==> src/rtl/apb_timer_slave_pkg.sv <==
// Register map, bit positions and shared types for the APB timer slave.
// Imported by the timer counter, the APB completer top and the bench.
package apb_timer_slave_pkg;

    localparam int TDR_ADDR  = 0;
    localparam int TCR_ADDR  = 1;
    localparam int TSR_ADDR  = 2;
    localparam int TCNT_ADDR = 3;

    localparam int TCR_LOAD_BIT   = 7;
    localparam int TCR_UPDOWN_BIT = 5;
    localparam int TCR_EN_BIT     = 4;
    localparam int TCR_CKS_MSB    = 1;
    localparam int TCR_CKS_LSB    = 0;

    localparam int TSR_OVF_BIT = 0;
    localparam int TSR_UDF_BIT = 1;

    typedef enum logic [1:0] {
        APB_IDLE,
        APB_SETUP,
        APB_ACCESS
    } apb_state_e;

    // Only the implemented TCR bits are stored; the rest read back as 0.
    typedef struct packed {
        logic       load;
        logic       updown;
        logic       en;
        logic [1:0] cks;
    } tcr_t;

    function automatic logic [7:0] tcr_to_byte(input tcr_t t);
        logic [7:0] b;
        b                            = '0;
        b[TCR_LOAD_BIT]              = t.load;
        b[TCR_UPDOWN_BIT]            = t.updown;
        b[TCR_EN_BIT]                = t.en;
        b[TCR_CKS_MSB:TCR_CKS_LSB]   = t.cks;
        return b;
    endfunction

    function automatic tcr_t tcr_from_byte(input logic [7:0] b);
        tcr_t t;
        t.load   = b[TCR_LOAD_BIT];
        t.updown = b[TCR_UPDOWN_BIT];
        t.en     = b[TCR_EN_BIT];
        t.cks    = b[TCR_CKS_MSB:TCR_CKS_LSB];
        return t;
    endfunction

endpackage

==> src/rtl/apb_timer_slave_timer_counter.sv <==
// Prescaler, TCNT up/down counter and wrap detection for the APB timer.
// Flag set pulses are combinational and land in TSR on the same edge as the wrap.
module timer_counter
    import apb_timer_slave_pkg::*;
#(
    parameter int DATA_WIDTH = 8
) (
    input  logic                  PCLK,
    input  logic                  PRESETn,
    input  logic                  load,
    input  logic                  updown,
    input  logic                  en,
    input  logic [1:0]            cks,
    input  logic [DATA_WIDTH-1:0] tdr,
    output logic [DATA_WIDTH-1:0] tcnt,
    output logic                  ovf_set,
    output logic                  udf_set
);

    logic [3:0] div;
    logic [3:0] tick_mask;
    logic       tick;
    logic       counting;

    // NOTE: every output of a combinational block gets a default first, so no
    // path through the block can leave it unassigned and infer a latch.
    always_comb begin
        tick_mask = 4'((5'd2 << cks) - 5'd1);
        tick      = (div & tick_mask) == tick_mask;
        counting  = en & ~load;
        ovf_set   = counting & tick & ~updown & (tcnt == '1);
        udf_set   = counting & tick &  updown & (tcnt == '0);
    end

    // NOTE: state is updated with non-blocking assignments so every flop samples
    // the pre-edge values regardless of statement order.
    always_ff @(posedge PCLK or negedge PRESETn) begin
        if (!PRESETn) begin
            div  <= '0;
            tcnt <= '0;
        end else if (load) begin
            div  <= '0;
            tcnt <= tdr;
        end else if (en) begin
            div <= div + 4'd1;
            if (tick) begin
                tcnt <= updown ? tcnt - 1'b1 : tcnt + 1'b1;
            end
        end else begin
            div <= '0;
        end
    end

endmodule

==> src/rtl/apb_timer_slave.sv <==
// APB completer for the 8-bit timer: APB phase FSM, TDR/TCR/TSR register file,
// W1C flag handling and the read mux. Counting lives in timer_counter.
module apb_timer_slave
    import apb_timer_slave_pkg::*;
#(
    parameter int ADDR_WIDTH  = 8,
    parameter int DATA_WIDTH  = 8,
    parameter int WAIT_STATES = 0
) (
    input  logic                  PCLK,
    input  logic                  PRESETn,
    input  logic                  PSEL,
    input  logic                  PENABLE,
    input  logic                  PWRITE,
    input  logic [ADDR_WIDTH-1:0] PADDR,
    input  logic [DATA_WIDTH-1:0] PWDATA,
    output logic [DATA_WIDTH-1:0] PRDATA,
    output logic                  PREADY,
    output logic                  PSLVERR,
    output logic                  tmr_ovf,
    output logic                  tmr_udf
);

    apb_state_e state_q, state_d;
    logic [1:0] wait_q, wait_d;
    logic       access;
    logic       ready;

    logic [DATA_WIDTH-1:0] tdr;
    tcr_t                  tcr;
    logic                  ovf, udf;
    logic [DATA_WIDTH-1:0] tcnt;
    logic                  ovf_set, udf_set;

    logic hit_tdr, hit_tcr, hit_tsr, hit_tcnt, addr_ok;
    logic wr_en;
    logic [7:0]            tsr_byte;
    logic [DATA_WIDTH-1:0] rdata_mux;

    // state_q records the phase seen on the last edge; the access phase is
    // decoded in the cycle PENABLE is high so a zero-wait transfer takes 2 PCLK.
    always_comb begin
        state_d = APB_IDLE;
        wait_d  = '0;
        access  = PSEL & PENABLE & (state_q != APB_IDLE);
        ready   = access & (wait_q == 2'(WAIT_STATES));
        if (PSEL & ~PENABLE) begin
            state_d = APB_SETUP;
        end else if (access & ~ready) begin
            state_d = APB_ACCESS;
            wait_d  = wait_q + 2'd1;
        end
    end

    always_ff @(posedge PCLK or negedge PRESETn) begin
        if (!PRESETn) begin
            state_q <= APB_IDLE;
            wait_q  <= '0;
        end else begin
            state_q <= state_d;
            wait_q  <= wait_d;
        end
    end

    always_comb begin
        hit_tdr  = PADDR == ADDR_WIDTH'(TDR_ADDR);
        hit_tcr  = PADDR == ADDR_WIDTH'(TCR_ADDR);
        hit_tsr  = PADDR == ADDR_WIDTH'(TSR_ADDR);
        hit_tcnt = PADDR == ADDR_WIDTH'(TCNT_ADDR);
        addr_ok  = hit_tdr | hit_tcr | hit_tsr | hit_tcnt;
        wr_en    = ready & PWRITE;
    end

    // A set pulse wins over a same-cycle W1C so no wrap event is ever lost.
    always_ff @(posedge PCLK or negedge PRESETn) begin
        if (!PRESETn) begin
            tdr <= '0;
            tcr <= '0;
            ovf <= 1'b0;
            udf <= 1'b0;
        end else begin
            if (wr_en & hit_tdr) tdr <= PWDATA;
            if (wr_en & hit_tcr) tcr <= tcr_from_byte(PWDATA[7:0]);
            ovf <= ovf_set | (ovf & ~(wr_en & hit_tsr & PWDATA[TSR_OVF_BIT]));
            udf <= udf_set | (udf & ~(wr_en & hit_tsr & PWDATA[TSR_UDF_BIT]));
        end
    end

    timer_counter #(
        .DATA_WIDTH (DATA_WIDTH)
    ) u_counter (
        .PCLK    (PCLK),
        .PRESETn (PRESETn),
        .load    (tcr.load),
        .updown  (tcr.updown),
        .en      (tcr.en),
        .cks     (tcr.cks),
        .tdr     (tdr),
        .tcnt    (tcnt),
        .ovf_set (ovf_set),
        .udf_set (udf_set)
    );

    always_comb begin
        tsr_byte              = '0;
        tsr_byte[TSR_OVF_BIT] = ovf;
        tsr_byte[TSR_UDF_BIT] = udf;

        rdata_mux = '0;
        if (hit_tdr)       rdata_mux = tdr;
        else if (hit_tcr)  rdata_mux = DATA_WIDTH'(tcr_to_byte(tcr));
        else if (hit_tsr)  rdata_mux = DATA_WIDTH'(tsr_byte);
        else if (hit_tcnt) rdata_mux = tcnt;

        PREADY  = ready;
        PSLVERR = ready & (~addr_ok | (PWRITE & hit_tcnt));
        PRDATA  = (ready & ~PWRITE) ? rdata_mux : '0;
    end

    assign tmr_ovf = ovf;
    assign tmr_udf = udf;

endmodule

==> config.mk <==
export PLATFORM = sky130hd
export DESIGN_NAME = apb_timer_slave
export DESIGN_NICKNAME = d
export VERILOG_FILES = /design/src/rtl/apb_timer_slave_pkg.sv /design/src/rtl/apb_timer_slave_timer_counter.sv /design/src/rtl/apb_timer_slave.sv
export SDC_FILE = /design/constraint.sdc
export NUM_CORES = 1
export LEC_CHECK = 0
export CAP_MARGIN = 20
export CORE_MARGIN = 2
export CORE_UTILIZATION = 35
export CTS_CLUSTER_DIAMETER = 150
export DETAILED_ROUTE_END_ITERATION = 8
export PLACE_DENSITY_LB_ADDON = 0.3
export SLEW_MARGIN = 10
export SYNTH_ARGS = -nofsm -noshare
export SYNTH_HDL_FRONTEND = slang
export SYNTH_HIERARCHICAL = 1
export SYNTH_SLANG_ARGS = --single-unit
==> constraint.sdc <==
create_clock -name PCLK -period 4.4 [get_ports PCLK]
set_clock_uncertainty 0.1 [all_clocks]
set_input_delay 1.32 -clock PCLK [delete_from_list [all_inputs] [get_ports PCLK]]
set_output_delay 1.32 -clock PCLK [all_outputs]
set_load 0.05 [all_outputs]
==> out/qor.yml, run 1 <==
drt:
  route.detailed.drc: 0
  drtPass1Iterations: 4
  routed_wl_mm: 4.37
  drt_iter0_drc: 106
  avgViaCountPerCell: 5.17
  antenna_left: 0
  wire_per_inst_um: 14.4
  route.vias.total: 1567
timing:
  slew_headroom_pct: 61.8
  finalMaxSlewViolations: 0
  fmax_mhz: 229
  finalSetupTns_ns: 0
  tightest_slew_ns: 0.572
  timing.final.ws_setup_ns: 0.0354
  hold_viol: 0
  layout_min_cycle_time_ns: 4.36
  finalCritPeriodShare_pct: 99.2
  setup_viol_count_final: 0
  rsz0062_at_grt: "no"
synthesis:
  avgSynthCellArea_um2: 9.98
  syn_area_um2: 1880
  ys_seq_area_share_pct: 41.3
  synthFlopType: "dfrtp_1"
  yosysTopAreaCell: "dfrtp_1"
  synthTopCellsByArea: "dfrtp_1, mux2_2, ha_1, nand2_1, nor2_1"
  synthDominantCellAreaShare_pct: 41.3
  synth-edff-count: 0
  syn_inst: 188
  ys_ff_latch: 31
  ys_warn_count: 6
  yosysUniqueCellTypes: 46
  ys_top_cells_by_count: "dfrtp_1, nand2_1, nor2_1, mux2_2"
  synthesis.nets: 218
  synth.most_common_cell: "dfrtp_1"
  synth-async-reset-ratio_pct: 100
global_route:
  antenna_found_initial: 0
  grt_max_degree: 32
  grt_pass1_wl_mm: 7.56
  grt_pass1_vias: 1561
  grt_overflow: 0
  groute.usage.overall_pct: 15.9
worst_setup_path:
  crit_path_max_fanout: 2
  crit_arrival_ns: 2.94
  cp.required_ns: 2.98
  crit_path_end_kind: "output pin"
  critical_path_class: "in -> out"
  critPathLaunchType: "input pin"
final_layout:
  area_growth_pct: 38.6
  nFillCells: 501
  nets: 262
  antennaDiodeCount: 0
  multi_input_area_um2: 1110
  regArea_um2: 776
  final_core_util_pct: 50.6
  drive_gt1_share_pct: 27.5
place:
  gp_congestion: 0.818
  portBuffers: 32
  hpwl_mm: 3.23
  pre_cts_slack_ns: -0.374
die:
  core_area_um2: 5140
  dieArea_um2: 5960
  rows: 26
  ios: 33
  fp.dieW_um: 77.2
  die_h_um: 77.2
  initial_core_util_pct: 36.5
run:
  max-cap-violations: 0
clock_tree:
  clockRootBuffer: "clkbuf_8"
  clk_latency_ns: 0.28
  numCtsBuffers: 5
  clk_pin_slew_ns: 0.07
  cts_tree: "yes"
  cts_sinks: 31
  postCtsSetupBuffers: 0
  cts.path.max_buffers: 2
  cts_max_level: 2
power:
  p_leak_nw: 1.10
  peakVddDrop_v: 0.000165
  power.density_nw_per_um2: 225
  power_mw: 0.585
run_status:
  status: "finished, final reports clean"
worst_hold_path:
  holdCritPathClass: "reg -> reg"
## layout make-up
| cell class | instances | area share [%] |
|---|---|---|
| Tap cell | 70 | 3.37 |
| Sequential cell | 31 | 29.8 |
| Clock buffer | 7 | 3.70 |
| Timing Repair Buffer | 43 | 19.0 |
| Inverter | 8 | 1.15 |
| Multi-Input combinational cell | 143 | 42.7 |
| Clock inverter | 1 | 0.289 |
## per-stage QoR
| step | instance area [µm²] | std cells | hold WS [ns] |
|---|---|---|---|
| 2_1_floorplan | 1880 | 188 | 0.312 |
| 3_3_place_gp | 2430 | 295 | 0.327 |
| 3_5_place_dp | 2430 | 295 | 0.329 |
| 4_1_cts | 2600 | 303 | 0.339 |
| 5_1_grt | 2600 | 303 | 0.386 |
| 6_report | 2600 | 303 | 0.336 |
## registers in the layout, indices dropped and copies added, names as in the netlist
register / flops
state_q: 2
tcr: 5
tdr: 8
tmr_ovf: 1
tmr_udf: 1
u_counter/div: 4
u_counter/tcnt: 8
wait_q: 2
## cell families after synthesis
logic type                 count (synthesis)  share of synthesized area [%]
buffers and inverters                     14                           3.00
adders and majority gates                  9                           6.40
DFF                                       31                           41.3
muxes                                     18                           12.0
and+or+nand+nor                           73                           20.9
xor gates and xnor gates                   6                           2.80
AOI/OAI and AO/OA                         37                           13.6
## per-layer routing
metal  part of all wire [%]  track usage, %  routed length [µm]  up-vias
met5                      0               0                   0        -
met4                    1.1            5.00                  46        0
met3                    4.7            4.35                 205        4
met2                     46            24.7                2030       34
met1                     48            21.4                2090      759
li1                       -               -                   -      770
## worst max-delay path: stages
cell and delay, ns:
buf_2 0.10, or4_4 0.53, or4_4 0.53, buf_4 0.18
nor2b_4 0.14, buf_12 0.15
## cells in the final DEF (no fill, tap or decap), drive strengths merged, types with 2 or more instances in the layout
| master | instances |
|---|---|
| nor3 | 6 |
| dfrtp | 31 |
| o221ai | 2 |
| clkdlybuf4s50 | 16 |
| xor2 | 3 |
| nor4 | 5 |
| xnor2 | 3 |
| clkbuf | 7 |
| a21o | 3 |
| inv | 8 |
| nand2 | 17 |
| mux2 | 16 |
| nor2b | 7 |
| dlymetal6s2s | 2 |
| a21oi | 10 |
| nand3 | 7 |
| nand4b | 2 |
| buf | 24 |
| a211oi | 3 |
| nand4 | 3 |
| ha | 8 |
| or4 | 2 |
| a22oi | 3 |
| o21ai | 10 |
| nor2 | 17 |
| mux4 | 2 |
## power breakdown
part           switching, mW  leakage (nW)  total, mW  internal (mW)
Sequential           0.00106         0.432      0.287          0.286
Clock                  0.111        0.0505      0.253          0.142
Combinational         0.0210         0.622     0.0451         0.0241
## timing repair
action	in CTS	in global routing
hold buffers	0	0
pin swaps	2	2
endpoints found under the hold margin	0	0
resized for setup	29	2
setup endpoints to repair	8	6
## worst paths after layout
path,from,to,slack (ns),cells past startpoint
worst min register to register,wait_q[0],wait_q[0],0.34,1
worst min-delay path,wait_q[0],wait_q[0],0.34,1
min in group asynchronous,PRESETn,tdr[3],1.34,2
worst max-delay path,PADDR[2],PRDATA[1],0.04,6
max in group asynchronous,PRESETn,u_counter/tcnt[0],2.57,2
worst max register to register,tcr[3],u_counter/tcnt[7],2.18,7
Note: power is estimated with default switching activity, not from simulation.
==> run 2: changes to the inputs <==
SETUP_SLACK_MARGIN = 0.2   (was not set)
SKIP_LAST_GASP = 1   (was not set)
==> run 2 against run 1 <==
Clock-buffer cell count unchanged. Setup slack got worse by 0.0063 ns. Register-to-register slack about the same. Cell area decreased by 0.87%. Non-clock buffer count decreased by 3. Via count decreased by 0.89%. First-iteration DRC count decreased by 25%. Fmax decreased by 0.14%. Hold slack improved by 0.0080 ns. Sequential cell count unchanged. Sequential share of layout area increased by 0.26 points. Die area unchanged.
==> out/qor.yml, run 2 (synthesized netlist as in run 1, its figures left out) <==
run_status:
  status: "finished, final reports clean"
power:
  p_sw_mw: 0.133  # -0.47%
  p_seq_share_pct: 49.1  # about the same
  p_leak_nw: 1.09  # -1.5%
  pwr-share-clk_pct: 43.2  # about the same
  pwr-share-comb_pct: 7.7  # about the same
  p_int_mw: 0.452  # about the same
  peakVddDrop_v: 0.000126  # -24%
  power.density_nw_per_um2: 227  # +0.78%
  switching_share_pct: 22.7  # -0.086 points
worst_hold_path:
  holdCritPathClass: "reg -> reg"
  whs_endpoint: "wait_q[0]"
  holdCritStartpoint: "wait_q[0]"
  holdPathStages: 1  # unchanged
drt:
  wire_per_inst_um: 14.3  # -0.80%
  antenna_left: 0  # unchanged
  drtPass1Iterations: 4  # unchanged
  route.vias.total: 1553  # -0.89%
  routed_wl_mm: 4.29  # -1.8%
  drt_iter0_drc: 79  # -25%
  route.detailed.drc: 0  # unchanged
  avgViaCountPerCell: 5.18  # about the same
clock_tree:
  numCtsBuffers: 5  # unchanged
  clk_pin_slew_ns: 0.07  # about the same
  clk_latency_ns: 0.29  # about the same
  clockRootBuffer: "clkbuf_8"
  cts_sinks: 31  # unchanged
  cts.path.max_buffers: 2  # unchanged
  cts_tree: "yes"
  postCtsHoldBufs: 0  # unchanged
  cts_max_level: 2  # unchanged
place:
  portBuffers: 32  # unchanged
  hpwl_mm: 3.24  # +0.37%
  gp_congestion: 0.857  # +4.8%
global_route:
  groute.usage.overall_pct: 15.6  # -0.27 points
  grt_overflow: 0  # unchanged
  grt_pass1_vias: 1498  # -4.0%
  grt_pass1_wl_mm: 7.38  # -2.3%
  grt_max_degree: 32  # unchanged
  antenna_found_initial: 0  # unchanged
timing:
  setup_viol_count_final: 0  # unchanged
  fmax_mhz: 229  # -0.14%
  hold_viol: 0  # unchanged
  finalSetupTns_ns: 0  # unchanged
  rsz0062_at_grt: "yes"
  finalCritPeriodShare_pct: 99.3  # +0.14 points
  hold_slack_ns: 0.344  # +0.00795 ns
  tightest_slew_ns: 0.551  # -0.0211 ns
  finalMaxSlewViolations: 0  # unchanged
  layout_min_cycle_time_ns: 4.37  # +0.00625 ns
  slew_headroom_pct: 63.2  # +1.4 points
die:
  core_area_um2: 5140  # unchanged
  fp.dieW_um: 77.2  # unchanged
  rows: 26  # unchanged
  ios: 33  # unchanged
  dieArea_um2: 5960  # unchanged
  initial_core_util_pct: 36.5  # unchanged
  die_h_um: 77.2  # unchanged
final_layout:
  nets: 259  # -1.1%
  final_core_util_pct: 50.2  # -0.44 points
  drive_gt1_share_pct: 27.0  # -0.51 points
  antennaDiodeCount: 0  # unchanged
  final_common_cell: "dfrtp_1"
  area_growth_pct: 37.4
  layout_common_cells: "dfrtp_1, nand2_1, clkdlybuf4s50_1"
  reg_top3: "tdr (8), u_counter/tcnt (8), tcr (5)"
worst_setup_path:
  timing.rr.end: "u_counter/tcnt[7]"
  r2r_slack_ns: 2.18  # about the same
  critPathSlowestCell: "or4_4"
  r2r_start: "tcr[3]"
  crit_arrival_ns: 2.95  # about the same
  crit_path_max_fanout: 8  # +6
  crit_top_cell: "or4_4"
  critical_path_class: "in -> out"
  cp.required_ns: 2.98  # about the same
  critPathLaunchType: "input pin"
  crit_path_max_incr_delay_ns: 0.68  # +0.15 ns
  path_cells: "buf_6 -> or4_4 -> or4_4 -> a21oi_4 -> buf_12"
  cp_num_buf_inv: 2  # -1
  crit_path_end_kind: "output pin"
  ff2ff_path_depth: 7  # unchanged
  cp_top_family: "simple AND/OR/NAND/NOR gates"
run:
  max-cap-violations: 0  # unchanged
-- run 2: changes by cell type in the layout (fill, tap and decap cells not counted), sizes merged --
cell | before | now
buf | 24 | 21
-- run 2: final cells by class --
cell class / instances / area (µm²)
repair buffers: 40 / 464
clock buffers: 7 / 96.3
multi-input cells: 143 / 1120
well taps: 70 / 87.6
clock inverters: 1 / 7.51
fillers: 503 / 2560
inverters: 8 / 30.0
flip-flops and latches: 31 / 776
-- run 2: power groups by stage --
stage / sequential [mW] / clock (mW) / combinational (mW)
floorplan: 0.292 / 0 / 0.0123
detailed placement: 0.292 / 0 / 0.0463
global placement: 0.292 / 0 / 0.0460
finish: 0.287 / 0.253 / 0.0449
CTS: 0.287 / 0.259 / 0.0460
global route: 0.287 / 0.270 / 0.0496
-- run 2: how the worst max path moves through the flow --
stage	cells after the start	from	slack (ns)	endpoint
floorplan	4	PADDR[5]	0.12	PRDATA[2]
global placement	5	PADDR[5]	-0.25	PRDATA[2]
detailed placement	5	PADDR[5]	-0.26	PRDATA[6]
CTS	5	PADDR[2]	0.02	PRDATA[6]
global route	5	PADDR[2]	0.005	PRDATA[6]
finish	5	PADDR[2]	0.03	PRDATA[2]
-- run 2: per-stage QoR --
step                power, mW  area (µm²)  cells  worst slack, ns
floorplan               0.304        1950    188            0.121
global placement        0.338        2470    292           -0.254
detailed placement      0.339        2470    292           -0.265
CTS                     0.592        2570    300           0.0193
global route            0.607        2580    300          0.00490
finish                  0.585        2580    300           0.0291
-- run 2: timing repair --
| item | 4_1_cts | 5_1_grt |
|---|---|---|
| setup endpoints to repair | 9 | 8 |
| pin swaps | 3 | 1 |
| buffers inserted | 0 | 0 |
| resized for setup | 13 | 3 |
-- run 2: metal layers --
layer | global-route usage (%) | vias to the layer above | part of all wire (%)
li1 | - | 767 | -
met1 | 21.3 | 747 | 47
met2 | 24.3 | 33 | 49
met3 | 3.18 | 6 | 3.0
met4 | 5.89 | 0 | 1.6
met5 | 0 | - | 0
==> run 3: changes to the inputs <==
CORE_UTILIZATION = 56   (was 35)
MAX_ROUTING_LAYER = met4   (was not set)
clock period = 5.29 ns   (was 4.4 ns; I/O delays follow)
==> run 3 against run 2 <==
Cell area is 4.1% lower. Critical path depth grew 1. Non-clock buffer count down 3. Sequential power decreased by 17%. Clock-buffer cell count is 1 lower. Largest cell class unchanged. Highest routed layer unchanged.
==> out/qor.yml, run 3 (synthesized netlist as in run 1, its figures left out) <==
final_layout:
  final_common_cell: "dfrtp_1"
  multi_input_area_um2: 1110  # -0.78%
  layout_common_cells: "dfrtp_1, clkdlybuf4s50_1, nand2_1"
  antennaDiodeCount: 0  # unchanged
  area_growth_pct: 31.8
  reg_top3: "tdr (8), u_counter/tcnt (8), tcr (5)"
  nFillCells: 232  # -54%
  nets: 256  # -1.2%
  regArea_um2: 776  # unchanged
  drive_gt1_share_pct: 23.5  # -3.5 points
clock_tree:
  clockRootBuffer: "clkbuf_4"
  numCtsBuffers: 5  # unchanged
  cts_tree: "yes"
  clk_pin_slew_ns: 0.09  # +0.02 ns
  cts_max_level: 2  # unchanged
  cts_sinks: 31  # unchanged
  postCtsHoldBufs: 0  # unchanged
  cts.path.max_buffers: 2  # unchanged
  clk_latency_ns: 0.32  # +0.03 ns
drt:
  wire_per_inst_um: 17.1  # +20%
  route.detailed.drc: 0  # unchanged
  routed_wl_mm: 4.66  # +8.5%
  antenna_left: 0  # unchanged
  avgViaCountPerCell: 5.92  # +14%
  drt_iter0_drc: 89  # +13%
  route.vias.total: 1611  # +3.7%
  drtPass1Iterations: 4  # unchanged
timing:
  finalMaxSlewViolations: 0  # unchanged
  layout_min_cycle_time_ns: 5.05
  slew_headroom_pct: 62.4  # -0.81 points
  hold_viol: 0  # unchanged
  rsz0062_at_grt: "no"
  setup_viol_count_final: 0  # unchanged
  finalSetupTns_ns: 0  # unchanged
  tightest_slew_ns: 0.564  # +0.0122 ns
  fmax_mhz: 198
  finalCritPeriodShare_pct: 95.4
die:
  dieArea_um2: 3830  # -36%
  ios: 33  # unchanged
  fp.dieW_um: 61.9  # -20%
  initial_core_util_pct: 57.1  # +21 points
  core_area_um2: 3280  # -36%
  die_h_um: 61.9  # -20%
  rows: 21  # -19%
global_route:
  grt_max_degree: 32  # unchanged
  grt_pass1_wl_mm: 7.49  # +1.4%
  groute.usage.overall_pct: 28.4  # +13 points
  grt_pass1_vias: 1586  # +5.9%
  grt_overflow: 0  # unchanged
  antenna_found_initial: 0  # unchanged
worst_setup_path:
  crit_path_end_kind: "output pin"
  crit_path_max_fanout: 8  # unchanged
  r2r_slack_ns: 3.01  # +0.83 ns
  path_cells: "dlygate4sd2_1 -> or4_4 -> or4_4 -> buf_12 -> nor2_4 -> buf_12"
  crit_arrival_ns: 3.36  # +0.41 ns
  cp.required_ns: 3.60  # +0.62 ns
  timing.rr.end: "u_counter/tcnt[6]"
  critPathLaunchType: "input pin"
  ff2ff_path_depth: 8  # +1
  crit_path_max_incr_delay_ns: 0.54  # -0.14 ns
  critical_path_class: "in -> out"
  r2r_start: "tcr[3]"
  critPathSlowestCell: "or4_4"
power:
  power_mw: 0.412  # -30%
  power.density_nw_per_um2: 167  # -27%
  p_leak_nw: 1.05  # -3.5%
  peakVddDrop_v: 0.000111  # -12%
worst_hold_path:
  whs_endpoint: "wait_q[0]"
  holdCritPathClass: "reg -> reg"
  holdPathStages: 1  # unchanged
  holdCritStartpoint: "wait_q[0]"
place:
  gp_congestion: 0.880  # +2.7%
  hpwl_mm: 3.37  # +3.8%
  portBuffers: 32  # unchanged
run:
  max-cap-violations: 0  # unchanged
run_status:
  status: "finished, final reports clean"
==> run 3: cell count changes in the layout (fill, tap and decap cells not counted), moves of 2 or more <==
cell             change
buf_2                -2
clkbuf_4             +5
dlygate4sd2_1        +4
buf_4                -4
clkdlybuf4s50_1      +2
clkbuf_8             -6
==> run 3: area by class of cell <==
type / count / area share, %
Clock buffer: 6 / 2.07
Clock inverter: 1 / 0.202
Inverter: 8 / 1.21
Multi-Input combinational cell: 143 / 44.8
Sequential cell: 31 / 31.4
Tap cell: 46 / 2.33
Timing Repair Buffer: 37 / 18.0
==> run 3: repair_timing <==
item / CTS / global route
buffers inserted: 1 / 0
pin swaps: 2 / 0
gates resized for setup: 21 / 1
setup endpoints to repair: 8 / 1
==> run 3: per-layer routing <==
layer  up-vias  global-route usage, %  part of all wire (%)
li1        761                      -                     -
met4         0                   8.51                   1.2
met2        56                   47.5                    51
met1       787                   34.8                    42
met3         7                   5.80                   5.5
met5         -                      -                     0
==> run 3: worst max-delay path: cells and delay by family <==
kind                   cells  cell delay [ns]
buffers and inverters      3             0.56
and+or+nand+nor            3             1.22
==> run 3: worst max path at each step <==
stage | from | depth (start not counted) | slack [ns] | end
floorplan | PADDR[5] | 4 | 0.12 | PRDATA[0]
global placement | PADDR[5] | 6 | 0.05 | PRDATA[0]
detailed placement | PADDR[5] | 6 | 0.03 | PRDATA[1]
CTS | PADDR[2] | 6 | 0.25 | PRDATA[2]
global route | PADDR[2] | 6 | 0.22 | PRDATA[2]
finish | PADDR[2] | 6 | 0.24 | PRDATA[5]
==> run 3: metrics by stage <==
| step | setup slack (ns) | hold slack [ns] | area [µm²] | utilization (%) | std cells |
|---|---|---|---|---|---|
| 2_1_floorplan | 0.118 | 0.312 | 1880 | - | 188 |
| 3_3_place_gp | 0.0549 | 0.324 | 2340 | 71.1 | 264 |
| 3_5_place_dp | 0.0287 | 0.343 | 2340 | 71.1 | 264 |
| 4_1_cts | 0.248 | 0.355 | 2470 | 75.2 | 272 |
| 5_1_grt | 0.221 | 0.373 | 2470 | 75.3 | 272 |
| 6_report | 0.242 | 0.354 | 2470 | 75.3 | 272 |
==> run 3: power breakdown <==
| group | switching (mW) | internal (mW) | total [mW] |
|---|---|---|---|
| Sequential | 0.000987 | 0.238 | 0.239 |
| Clock | 0.0775 | 0.0615 | 0.139 |
| Combinational | 0.0168 | 0.0175 | 0.0344 |
| Total | 0.0953 | 0.317 | 0.412 |
